`config.mk`:
```
export PLATFORM = sky130hd
export DESIGN_NAME = firstn_interleave_mux
export DESIGN_NICKNAME = d
export VERILOG_FILES = /design/src/rtl/firstn_interleave_mux.sv
export SDC_FILE = /design/constraint.sdc
export NUM_CORES = 1
export LEC_CHECK = 0
export ABC_CLOCK_PERIOD_IN_PS = 7600
export CORE_ASPECT_RATIO = 2
export CORE_MARGIN = 3
export CORE_UTILIZATION = 40
export DETAILED_ROUTE_END_ITERATION = 6
export PLACE_DENSITY = 0.76
export SKIP_CTS_REPAIR_TIMING = 1
export SYNTH_ARGS = -nofsm -noshare
export SYNTH_HDL_FRONTEND = slang
export SYNTH_SLANG_ARGS = --single-unit
```
`constraint.sdc`:
```
create_clock -name clock4x -period 7.6 [get_ports clock4x]
set_clock_uncertainty 0.15 [all_clocks]
set_input_delay 1.52 -clock clock4x [delete_from_list [all_inputs] [get_ports clock4x]]
set_output_delay 1.52 -clock clock4x [all_outputs]
set_load 0.05 [all_outputs]
```
`src/rtl/firstn_interleave_mux.sv`:
```
// firstn_interleave_mux
// Drives NENG cluster-finder engines in round-robin. One engine is strobed
// per frame of PHASES clock4x cycles. Each engine's result is captured
// ENG_LAT+1 edges after its strobe and forwarded with the frame number of
// that strobe.
//
// Ports:
//   clock4x      - sole clock, all state on the rising edge
//   global_reset - asynchronous, active-high reset
//   eng_adr      - flattened engine addresses, engine e / cluster i at (e*NCLUST+i)*ADRB
//   eng_cnt      - flattened engine counts, same ordering
//   latch_out    - one-hot latch strobe, one engine per frame
//   adr_out      - selected cluster addresses (all-ones = empty cluster)
//   cnt_out      - selected cluster counts
//   valid_out    - one-cycle pulse marking a new result
//   n_clust      - number of non-empty clusters in the current result
//   bx_out       - frame number of the latch that produced the current result
module firstn_interleave_mux #(
  parameter int NENG    = 2,
  parameter int NCLUST  = 8,
  parameter int ADRB    = 11,
  parameter int CNTB    = 3,
  parameter int PHASES  = 8,
  parameter int ENG_LAT = 6,
  parameter int BXB     = 12,
  parameter int HOLD    = 1
) (
  input  logic                              clock4x,
  input  logic                              global_reset,
  input  logic [NENG*NCLUST*ADRB-1:0]       eng_adr,
  input  logic [NENG*NCLUST*CNTB-1:0]       eng_cnt,
  output logic [NENG-1:0]                   latch_out,
  output logic [NCLUST*ADRB-1:0]            adr_out,
  output logic [NCLUST*CNTB-1:0]            cnt_out,
  output logic                              valid_out,
  output logic [$clog2(NCLUST+1)-1:0]       n_clust,
  output logic [BXB-1:0]                    bx_out
);

  localparam int PHB   = (PHASES > 1) ? $clog2(PHASES) : 1;
  localparam int SELB  = (NENG > 1) ? $clog2(NENG) : 1;
  localparam int NB    = $clog2(NCLUST + 1);
  localparam int DEPTH = ENG_LAT + 1;
  localparam logic [NCLUST*ADRB-1:0] EMPTY_ADR = {(NCLUST*ADRB){1'b1}};

  // Reject parameter sets where the capture of one engine would collide with
  // its own next strobe, or where the phase counter cannot wrap naturally.
  generate
    if (NENG < 2 || NENG > 8) begin : g_bad_neng
      $error("firstn_interleave_mux: NENG must be in 2..8");
    end
    if (PHASES < 2 || (PHASES & (PHASES - 1)) != 0) begin : g_bad_phases
      $error("firstn_interleave_mux: PHASES must be a power of 2 and >= 2");
    end
    if (NENG * PHASES <= ENG_LAT + 1) begin : g_bad_lat
      $error("firstn_interleave_mux: NENG*PHASES must exceed ENG_LAT+1");
    end
  endgenerate

  logic [PHB-1:0]  phase_reg;
  logic [BXB-1:0]  frame_reg;
  logic [SELB-1:0] sel_reg;

  // Latch-request delay line: entry k holds the request issued k+1 edges ago.
  logic [DEPTH-1:0]           pipe_vld;
  logic [SELB-1:0]            pipe_sel   [DEPTH];
  logic [BXB-1:0]             pipe_frame [DEPTH];

  logic                       latch_now;
  logic                       capture;
  logic [SELB-1:0]            cap_sel;
  logic [NCLUST*ADRB-1:0]     adr_sel;
  logic [NCLUST*CNTB-1:0]     cnt_sel;
  logic [NCLUST-1:0]          nonempty;
  logic [NB-1:0]              n_sel;

  assign latch_now = (phase_reg == '0);
  assign capture   = pipe_vld[DEPTH-1];
  assign cap_sel   = pipe_sel[DEPTH-1];

  // Slice out the engine whose result matures on this edge.
  always_comb begin
    adr_sel = '0;
    cnt_sel = '0;
    for (int e = 0; e < NENG; e++) begin
      if (cap_sel == SELB'(e)) begin
        adr_sel = eng_adr[e*NCLUST*ADRB +: NCLUST*ADRB];
        cnt_sel = eng_cnt[e*NCLUST*CNTB +: NCLUST*CNTB];
      end
    end
  end

  genvar gi;
  generate
    for (gi = 0; gi < NCLUST; gi++) begin : g_flag
      assign nonempty[gi] = (adr_sel[gi*ADRB +: ADRB] != {ADRB{1'b1}});
    end
  endgenerate

  always_comb begin
    n_sel = '0;
    for (int i = 0; i < NCLUST; i++) begin
      n_sel = n_sel + NB'(nonempty[i]);
    end
  end

  // Frame timing and round-robin engine strobes.
  always_ff @(posedge clock4x or posedge global_reset) begin
    if (global_reset) begin
      phase_reg <= '0;
      frame_reg <= '0;
      sel_reg   <= '0;
      latch_out <= '0;
    end else begin
      latch_out <= latch_now ? (NENG'(1) << sel_reg) : '0;
      if (phase_reg == PHB'(PHASES - 1)) begin
        phase_reg <= '0;
        frame_reg <= frame_reg + BXB'(1);
        sel_reg   <= (sel_reg == SELB'(NENG - 1)) ? '0 : sel_reg + SELB'(1);
      end else begin
        phase_reg <= phase_reg + PHB'(1);
      end
    end
  end

  always_ff @(posedge clock4x or posedge global_reset) begin
    if (global_reset) begin
      pipe_vld <= '0;
      for (int k = 0; k < DEPTH; k++) begin
        pipe_sel[k]   <= '0;
        pipe_frame[k] <= '0;
      end
    end else begin
      pipe_vld[0]   <= latch_now;
      pipe_sel[0]   <= sel_reg;
      pipe_frame[0] <= frame_reg;
      for (int k = 1; k < DEPTH; k++) begin
        pipe_vld[k]   <= pipe_vld[k-1];
        pipe_sel[k]   <= pipe_sel[k-1];
        pipe_frame[k] <= pipe_frame[k-1];
      end
    end
  end

  // Result capture; without HOLD the outputs fall back to empty right after
  // the valid cycle, while bx_out always keeps the last frame number.
  always_ff @(posedge clock4x or posedge global_reset) begin
    if (global_reset) begin
      valid_out <= 1'b0;
      adr_out   <= EMPTY_ADR;
      cnt_out   <= '0;
      n_clust   <= '0;
      bx_out    <= '0;
    end else begin
      valid_out <= capture;
      if (capture) begin
        adr_out <= adr_sel;
        cnt_out <= cnt_sel;
        n_clust <= n_sel;
        bx_out  <= pipe_frame[DEPTH-1];
      end else if (HOLD == 0) begin
        adr_out <= EMPTY_ADR;
        cnt_out <= '0;
        n_clust <= '0;
      end
    end
  end

endmodule

```
---- Word level (Yosys, flattened, before mapping) ----
Index checks and enable logic that the tools add are counted.
word-level totals
  flip-flop bits (word level) ............. 245
  latch bits .............................. 0
  bits in writable memories ............... 0
  bits in read-only memories .............. 0
  bits of input ports ..................... 226
  output and inout bits ................... 131
  memories kept ........................... 0
cells by class
  add/sub/neg operators ................... 10
  multiply operators ...................... 0
  divide/modulo/power cells ............... 0
  $lt $le $gt $ge ......................... 0
  equality and inequality tests ........... 9
  shift operators ......................... 1
  mux-type cells .......................... 5
  bitwise gates (word level) .............. 0
  reduce and logical (&&, ||, !) cells .... 1
operator list
  operator               number
  $mux 88                1
  $ne 11x11->1 const B   8
  $mux 24                1
  $add 4x1->4            4
  $add 12x1->12 const B  1
  $add 3x1->4            1
  $add 2x1->3            1
  $add 3x1->3 const B    1
  $eq 3x3->1 const B     1
  $logic_not 3->1        1
  $mux 3                 1
  $add 1x1->2            1
  $mux 2                 1
  $shl 1x1->2 const A    1
  $add 1x1->1 const B    1
  $mux 1                 1

---- Logic depth before layout (Yosys ltp) ----
Gate-level depths: netlist of the first run.
  depth in word-level cells ............... 9
  mapped depth ............................ 15
  depth with buffers taken out ............ 14

---- Worst setup path before layout of the first run ----
Ideal clock, no wire load.
  path kind ............................... input port to flip-flop
  from .................................... input eng_adr[12]
  to ...................................... register n_clust[2]
  library setup time ...................... 0.125 ns
  arrival ................................. 4.516 ns
  setup slack ............................. 2.809 ns
  stages .................................. 14
  path through ............................ nor2b_1 nand3_1 a222oi_1 fa_1 inv_1 fa_1 inv_1 fa_1 inv_1 ha_1 inv_1 fa_1 xnor2_1 mux2_2
on the way
  longest elaborated chain between the ends .. 9
ends and longest elaborated chain
  what                       line  text
  start: declaration         30    input logic [NENG*NCLUST*ADRB-1:0] eng_adr,
  $mux 88                    86    if (cap_sel == SELB'(e)) begin
  $ne 11x11->1               96    assign nonempty[gi] = (adr_sel[gi*ADRB +: ADRB] != {ADRB{1'b1}});
  $add 1x1->2                103   n_sel = n_sel + NB'(nonempty[i]);
  $add 2x1->3                103
  $add 3x1->4                103
  $add 4x1->4 (4 in series)  103
  end signal: assignment     159   n_clust <= n_sel;
  end: declaration           36    output logic [$clog2(NCLUST+1)-1:0] n_clust,
Every way passes these cells.
A chain may end at the register's enable or synchronous reset.

---- Worst setup path in the final report of the first run ----
  from .................................... input eng_adr[96]
  to ...................................... register n_clust[2]
The elaborated chain is that of the path after synthesis.

==> metrics, run 1 <==
achievable frequency=0.194 GHz; crit path DAT=5.41 ns; post-synthesis simple-gate area fraction=10.7%; top-area cell type share of the netlist area=40.3%; gr ovfl total=0; CORE AREA=23900 um2; maximum vdd ir drop=0.000163 V; I/O Buffers=approximately 360; first-pass GRT wire length=40700 um; final core utilization=59.5%; hold_ws=0.183 ns; HPWL after DPL=between 20000 and 25000 um; Initial DRC Count=315; clk sink count=245; crit path kind=in2reg; area grow syn2layout=45.8%; Starting Density=40.8%; row count=80; Vias=7355; Netlist cell types=32; Hold Crit Class=reg2reg; CTS clk-pin slew, worst paths=about 0.070 ns; CTS tree=yes; pre-CTS setup slack=1.81 ns; fin crit share=67.9%; Critical-path top delay cell=a222oi_1; max_cap viols=0; CP max stage delay=0.60 ns; cell-internal power=2.23 mW; routed wire length=approximately 28000 um; Reg power frac=46.7%; H-tree Lvls=1; via count of the first global-routing pass=around 7700; Gate Count Post-Synth=slightly below 800; root buffer cell=clkbuf_16; antenna viol nets, final=0; most flop-heavy register=adr_out; main combinational cell family by area after synthesis=multiplexers; final setup margin=2.44 ns; Avg WL per Cell=approximately 19 um; Synth Area in XOR/XNOR=1.17%; worst-path fanout max=2; All-Layer GR Usage=between 20% and 30%; pwr dens=206 nW/um2; Post-Synth Adder-Cell Area=1.72%; CP Launch Type=input port; biggest regs=adr_out (88), pipe_frame (84), cnt_out (24); DRC Markers=0; Vias per Instance=5.11; Warnings, synthesis=0; fin crit period=around 5.2 ns; worst skew pair latency=0.50 ns; Cell Chain, Critical Path=clkdlybuf4s50_1 > and3_1 > nand3_1 > a222oi_1 > fa_1 > inv_1 > fa_1 > inv_1 > fa_1 > inv_1 > ha_1 > inv_1 > fa_1 > xnor2_1 > mux2_2; Die H=227 um; RSZ-0062 raised after global routing=false; status=finished clean; EDFF count, synth=0; Sw Pwr=0.706 mW; sequential fraction of the synthesis area=a little under two thirds; Slew Limit Fails=0; actual slew at the worst max-slew pin=0.999 ns; Final setup viols=0; critical path capture point type=flop; layout cells sized above 1=12.8%; cell area after synthesis=9760 um2; Lkg Pwr=6.61 nW; die area=26400 um2; initial antenna violation count=1; Compound-Gate Fraction of Synth Area=8.03%; routability cong.=around 0.90; mux contribution to synthesized area=approximately 11%; Switching Fraction=24.1%; Setup TNS=0 ns; CP Buf/Inv Count=5; Yosys reg bits=245; Synth async-reset ratio=100%; Largest register FFs=88; top_reg_cell synth=dfrtp_1; 1st-pass router iterations=4; Comb power frac=13.5%; main area contributors after synthesis=dfrtp_1, dfstp_2, mux2i_1; Post-Synthesis Net Count=1033; Clk pwr share=39.8%; # IOs=357; Inserted Clock Buffers=21; Req. time, crit path=7.84 ns; crit-path leading delay family=adder cells; Max-Slew Margin vs Limit=33.4%; pin count of the biggest net entering global routing=190; final hold viol count=0; Die Width=116 um; nets=1372; biggest area consumer among synthesized cells=dfrtp_1; Mean Syn Cell Area=around 12 um2; clock buffer depth=3
-- cells by family after synthesis --
| logic type | Yosys count |
|---|---|
| mux | 107 |
| simple gates | 216 |
| buf+inv | 58 |
| xor+xnor | 13 |
| flops | 245 |
| fa+ha+maj | 11 |
| compound gates | 146 |
-- power by group through the flow --
stage	clock network [mW]	registers, mW	logic [mW]
2_1_floorplan	0	1.51	0.0665
3_3_place_gp	0	1.39	0.395
3_5_place_dp	0	1.39	0.398
4_1_cts	1.21	1.37	0.399
5_1_grt	1.26	1.37	0.420
6_report	1.17	1.37	0.396
-- metrics by stage --
step / power [mW] / cells / area (um2)
6_report: 2.93 / 1438 / 14200
5_1_grt: 3.06 / 1437 / 14200
4_1_cts: 2.98 / 1437 / 14200
3_5_place_dp: 1.79 / 1399 / 13500
3_3_place_gp: 1.79 / 1399 / 13500
2_1_floorplan: 1.57 / 796 / 9760
-- area by class of cell --
cell class                      count  area (um2)
Sequential cell                   245        6250
Timing Repair Buffer              362        3620
Fill cell                        1969        9700
Antenna cell                        1        2.50
Multi-Input combinational cell    493        3200
Clock inverter                     13         200
Clock buffer                       25         551
Tap cell                          287         359
Inverter                           12        48.8
-- routing by layer --
layer | track usage (%) | vias up | part of all wire (%)
li1 | - | 3461 | -
met1 | 21.1 | 3521 | 35
met5 | 0 | - | 0.025
met3 | 5.21 | 62 | 7.9
met4 | 9.55 | 2 | 4.7
met2 | 36.3 | 309 | 52
-- final timing paths --
path / slack, ns / from / endpoint / cells past startpoint
worst min register to register: 0.18 / pipe_vld[2] / pipe_vld[3] / 0
worst max-delay path: 2.44 / eng_adr[96] / n_clust[2] / 15
worst min-delay path: 0.18 / pipe_vld[2] / pipe_vld[3] / 0
max in group asynchronous: 4.40 / global_reset / cnt_out[20] / 4
min in group asynchronous: 1.47 / global_reset / phase_reg[0] / 3
worst max register to register: 2.79 / cap_sel / n_clust[2] / 12
-- cells in the final DEF, fill, tap and decap left out, drive strengths merged, types with 4 or more instances in the layout --
cell type,synthesis,layout
clkdlybuf4s50,0,356
dfrtp,157,157
a21oi,134,134
nor2,115,115
mux2i,92,92
dfstp,88,88
nand4,25,25
clkbuf,19,25
nor2b,23,23
nand3,23,23
and3,18,18
mux2,15,15
inv,12,13
xnor2,7,7
ha,7,7
xor2,6,6
buf,27,6
a222oi,5,5
clkinv,0,5
bufinv,0,5
nand2,4,4
fa,4,4
-- cell usage after synthesis, types with 3 or more instances --
cell type	instances
xnor2_1	7
dfrtp_1	157
nand2_1	4
clkbuf_1	18
a21oi_1	134
a222oi_1	5
xor2_1	6
buf_2	7
nand4_1	25
inv_1	12
buf_4	9
nor2_1	115
a41oi_1	3
mux2i_1	92
mux2_2	15
a221o_1	3
and4b_1	3
and3_1	18
buf_6	5
nand3_1	23
dfstp_2	88
nor2b_1	23
ha_1	7
fa_1	4
buf_1	4
No activity file was read; power rests on OpenSTA's default activity.
==> run 2, diff against run 1 <==
--- a/config.mk
+++ b/config.mk
@@ -5,7 +5,7 @@
 export SDC_FILE = /design/constraint.sdc
 export NUM_CORES = 1
 export LEC_CHECK = 0
-export ABC_CLOCK_PERIOD_IN_PS = 7600
+export ABC_CLOCK_PERIOD_IN_PS = 4400
 export CORE_ASPECT_RATIO = 2
 export CORE_MARGIN = 3
 export CORE_UTILIZATION = 40
==> constraint.sdc (replaced) <==
create_clock -name clock4x -period 4.4 [get_ports clock4x]
set_clock_uncertainty 0.15 [all_clocks]
set_input_delay 0.88 -clock clock4x [delete_from_list [all_inputs] [get_ports clock4x]]
set_output_delay 0.88 -clock clock4x [all_outputs]
set_load 0.05 [all_outputs]
==> metrics, run 2 (synthesized netlist as in run 1, its figures left out) <==
status=finished clean; first-pass GRT wire length=41900 um; DP Area=13800 um2; layout cells sized above 1=16.5%; 1st-pass router iterations=4; routed wire length=28600 um; Avg WL per Cell=19.4 um; RSZ-0062 raised after global routing=true; Hold Crit Class=reg2reg; worst-path fanout max=2; final hold viol count=0; # IOs=357; Die H=between 200 and 250 um; HPWL after DPL=21400 um; pin count of the biggest net entering global routing=108; pre-CTS setup slack=-0.850 ns; worst skew pair latency=0.50 ns; maximum vdd ir drop=about 0.00028 V; diode count=0; leading cell type in the layout, fill and taps excluded=clkdlybuf4s50_1; critical path capture point type=flop; final setup margin=0.0530 ns; Setup TNS=0 ns; antenna viol nets, final=0; cell depth of the worst min-delay path=0; Req. time, crit path=approximately 4.6 ns; Largest register FFs=88; max_cap viols=0; most flop-heavy register=adr_out; Final Power=4.85 mW; fin crit share=around 100%; pwr dens=332 nW/um2; actual slew at the worst max-slew pin=0.974 ns; crit path kind=in2reg; I/O Buffers=between 300 and 400; Vias per Instance=5.04; Final setup viols=0; root buffer cell=clkbuf_16; fin crit period=4.35 ns; # fillers=1891; row count=80; CP Launch Type=input port; R2R depth=15; clock buffer depth=3; clk sink count=245; Vias=around 7500; Lkg Pwr=roughly 7.0 nW; Initial DRC Count=440; gr ovfl total=0; initial antenna violation count=0; CTS clk-pin slew, worst paths=~0.070 ns; CORE AREA=23900 um2; All-Layer GR Usage=20.8%; achievable frequency=0.230 GHz; DRC Markers=0; via count of the first global-routing pass=7886; final core utilization=61.0%; CTS tree=yes; Max-Slew Margin vs Limit=about a third; area grow syn2layout=49.5%; most frequent cells in the layout=clkdlybuf4s50_1, dfrtp_1, a21oi_1; crit path DAT=4.59 ns; Slew Limit Fails=0; H-tree Lvls=1; Inserted Clock Buffers=21; biggest regs=adr_out (88), pipe_frame (84), cnt_out (24); routability cong.=0.898; Die Width=between 100 and 150 um; nets=1412; die area=26400 um2; fin area=around 15000 um2; Starting Density=40.8%
==> run 2: cell types whose count changed in the layout (fill, tap and decap cells not counted), moves of 4 or more <==
cell	previous run	this run
buf_12	1	5
buf_4	5	40
bufinv_16	5	1
clkdlybuf4s50_1	356	333
clkinv_1	0	4
dlymetal6s2s_1	0	23
nor2b_1	23	18
nor2b_4	0	4
==> run 2: where the power goes <==
| part | internal, mW | switching, mW | leakage [nW] | total [mW] |
|---|---|---|---|---|
| clock network | 0.974 | 0.812 | 0.322 | 1.79 |
| registers | 2.34 | 0.0310 | 2.92 | 2.37 |
| logic | 0.321 | 0.372 | 3.76 | 0.693 |
==> run 2: final timing paths <==
path | start | end | slack (ns)
min reg2reg | pipe_frame[25] | pipe_frame[13] | 0.18
max in group asynchronous | global_reset | pipe_frame[36] | 2.34
min in group asynchronous | global_reset | pipe_sel[4] | 0.75
max | eng_adr[126] | n_clust[2] | 0.05
min | pipe_frame[25] | pipe_frame[13] | 0.18
max reg2reg | cap_sel | n_clust[2] | 0.07
==> run 2: worst max-delay path, cell delays in order <==
cell and delay, ns:
clkdlybuf4s50_1 0.48, and3_1 0.16, nand3_1 0.09, a222oi_1 0.40, buf_4 0.19, fa_1 0.39, inv_2 0.06, fa_1 0.41
inv_2 0.06, fa_1 0.40, inv_1 0.07, ha_2 0.19, inv_2 0.05, fa_2 0.38, xnor2_1 0.13, mux2_4 0.25
==> run 2: layer usage <==
metal | vias to the layer above | routed length (um) | GRT usage (%) | part of all wire [%]
met2 | 311 | 15400 | 37.9 | 54
met4 | 0 | 1190 | 9.14 | 4.1
li1 | 3550 | - | - | -
met1 | 3533 | 9880 | 22.2 | 34
met5 | - | 0 | 0 | 0
met3 | 57 | 2140 | 4.99 | 7.5
==> run 2: stage by stage <==
| stage | instances | hold WS, ns |
|---|---|---|
| 2_1_floorplan | 796 | 0.181 |
| 3_3_place_gp | 1433 | 0.182 |
| 3_5_place_dp | 1433 | 0.185 |
| 4_1_cts | 1471 | 0.179 |
| 5_1_grt | 1477 | 0.186 |
| 6_report | 1477 | 0.176 |
==> run 2: layout make-up <==
cell class              instances  area, um2  share of cell area [%]
flip-flops and latches        245       6250                    42.8
repair buffers                402       4030                    27.6
multi-input cells             493       3250                    22.3
clock buffers                  27        568                    3.89
well taps                     287        359                    2.46
clock inverters                11       78.8                   0.540
inverters                      12       48.8                   0.334
==> run 3, diff against run 2 <==
--- a/config.mk
+++ b/config.mk
@@ -5,11 +5,13 @@
 export SDC_FILE = /design/constraint.sdc
 export NUM_CORES = 1
 export LEC_CHECK = 0
-export ABC_CLOCK_PERIOD_IN_PS = 4400
+export ABC_CLOCK_PERIOD_IN_PS = 3950
 export CORE_ASPECT_RATIO = 2
 export CORE_MARGIN = 3
 export CORE_UTILIZATION = 40
 export DETAILED_ROUTE_END_ITERATION = 6
+export GPL_TIMING_DRIVEN = 0
+export MAX_ROUTING_LAYER = met4
 export PLACE_DENSITY = 0.76
 export SKIP_CTS_REPAIR_TIMING = 1
 export SYNTH_ARGS = -nofsm -noshare
==> constraint.sdc (replaced) <==
create_clock -name clock4x -period 3.95 [get_ports clock4x]
set_clock_uncertainty 0.15 [all_clocks]
set_input_delay 0.79 -clock clock4x [delete_from_list [all_inputs] [get_ports clock4x]]
set_output_delay 0.79 -clock clock4x [all_outputs]
set_load 0.05 [all_outputs]
==> metrics, run 3 (synthesized netlist as in run 1, its figures left out) <==
Hold Path End=pipe_sel[2]; most frequent cells in the layout=clkdlybuf4s50_1, dfrtp_1, a21oi_1; pin count of the biggest net entering global routing=between 40 and 50; leading cell type in the layout, fill and taps excluded=clkdlybuf4s50_1; Die Width=116 um; area taken by multi-input logic gates=3270 um2; actual slew at the worst max-slew pin=slightly below 0.7 ns; Avg WL per Cell=21.3 um; Worst Hold Launch=pipe_sel[3]; first-pass GRT wire length=between 40000 and 50000 um; status=complete, but fails checks; Initial DRC Count=312; via count of the first global-routing pass=between 8000 and 9000; Largest register FFs=a little under 90; cell depth of the worst min-delay path=0; CTS tree=yes; Req. time, crit path=4.21 ns; critical path capture point type=flop; Inserted Clock Buffers=22; final hold viol count=0; area grow syn2layout=51.6%; pre-CTS setup slack=-1.02 ns; Die H=227 um; fin area=14800 um2; CORE AREA=23900 um2; DRC Markers=0; fin crit share=109%; Slew Limit Fails=0; antenna viol nets, final=0; reg2reg end=n_clust[2]; max_cap viols=0; Sequential Area=roughly 6200 um2; DP Area=roughly 14000 um2; final setup margin=-0.374 ns; row count=80; CTS clk-pin slew, worst paths=0.07 ns; Vias=7726; routability cong.=a little over 0.9; HPWL after DPL=around 24000 um; Max-Slew Margin vs Limit=a little over half; crit path DAT=4.59 ns; crit path from=eng_adr[89]; Starting Density=between 40% and 50%; die area=26400 um2; worst-path fanout max=2; RSZ-0062 raised after global routing=true; # IOs=357; initial antenna violation count=1; # fillers=1931; achievable frequency=about 0.23 GHz; worst skew pair latency=between 0.5 and 0.6 ns; I/O Buffers=approximately 360; clk sink count=between 200 and 250; R2R Path Start=cap_sel; most flop-heavy register=adr_out; R2R depth=15; H-tree Lvls=1; Lkg Pwr=6.94 nW; biggest regs=adr_out (88), pipe_frame (84), cnt_out (24); Vias per Instance=5.16; Hold Crit Class=reg2reg; routed wire length=31900 um; crit path kind=in2reg; maximum vdd ir drop=approximately 0.00037 V; layout cells sized above 1=16.4%; 1st-pass router iterations=5; nets=1431; failing checks=negative setup slack; All-Layer GR Usage=between 20% and 30%; clock buffer depth=3; R2R Setup Slk=-0.35 ns; gr ovfl total=0; Final setup viols=2; root buffer cell=clkbuf_16; CP Launch Type=input port; fin crit period=4.32 ns; pwr dens=~380 nW/um2
==> run 3: cell count changes in the layout (fill, tap and decap cells not counted), moves of 2 or more <==
cell | previous run | this run
clkinvlp_4 | 1 | 3
buf_2 | 0 | 7
dlymetal6s2s_1 | 23 | 7
buf_8 | 0 | 4
nor2b_2 | 1 | 4
buf_4 | 40 | 20
clkdlybuf4s50_1 | 333 | 349
nor2b_1 | 18 | 15
buf_12 | 5 | 10
clkinv_1 | 4 | 0
clkinv_2 | 5 | 2
buf_1 | 0 | 4
dfrtp_4 | 2 | 0
clkbuf_1 | 4 | 23
==> run 3: per-stage QoR <==
stage / instances / utilization (%) / hold slack, ns / TNS, ns / total power, mW
final: 1498 / 61.8 / 0.198 / -0.581 / 5.63
after detailed placement: 1445 / 57.8 / 0.185 / -2.92 / 3.46
after global routing: 1498 / 61.8 / 0.200 / -0.882 / 5.85
after CTS: 1485 / 60.9 / 0.197 / -2.10 / 5.69
after floorplan: 796 / - / 0.181 / -21.38 / 3.03
after global placement: 1439 / 57.3 / 0.181 / -343.32 / 3.43
==> run 3: how the worst max path moves through the flow <==
stage               cells after the start  slack, ns    endpoint
finish                                 15      -0.37  n_clust[2]
floorplan                               1      -0.14   bx_out[0]
detailed placement                     15      -1.02  n_clust[2]
CTS                                    15      -0.81  n_clust[2]
global placement                        2      -1.81  cnt_out[2]
global route                           15      -0.51  n_clust[2]
==> run 3: where the power goes <==
part / total, mW / leakage, nW / switching [mW] / internal, mW
Sequential: 2.64 / 2.92 / 0.0366 / 2.60
Combinational: 0.771 / 3.66 / 0.412 / 0.359
Clock: 2.22 / 0.361 / 0.974 / 1.24
==> run 3: area by class of cell <==
type | instances | area share [%]
antenna | 1 | 0.0169
buffer | 46 | 2.22
clock buffer | 30 | 4.13
clock inverter | 10 | 0.973
inverter | 12 | 0.330
multi-input combinational | 493 | 22.1
sequential | 245 | 42.2
tap | 287 | 2.43
timing repair buffer | 374 | 25.6
==> run 3: routing by layer <==
metal	track usage, %	share of wire [%]
met5	-	0
met4	8.51	3.3
met3	4.62	6.5
met2	44.3	55
met1	25.7	35
==> run 3: worst max-delay path: stages <==
cell	delay (ns)
clkdlybuf4s50_1	0.48
and3_1	0.15
nand3_1	0.07
a222oi_1	0.51
fa_1	0.53
inv_2	0.08
fa_1	0.42
inv_2	0.07
fa_1	0.40
inv_1	0.07
ha_2	0.18
inv_2	0.04
fa_2	0.40
xnor2_2	0.14
mux2_4	0.25
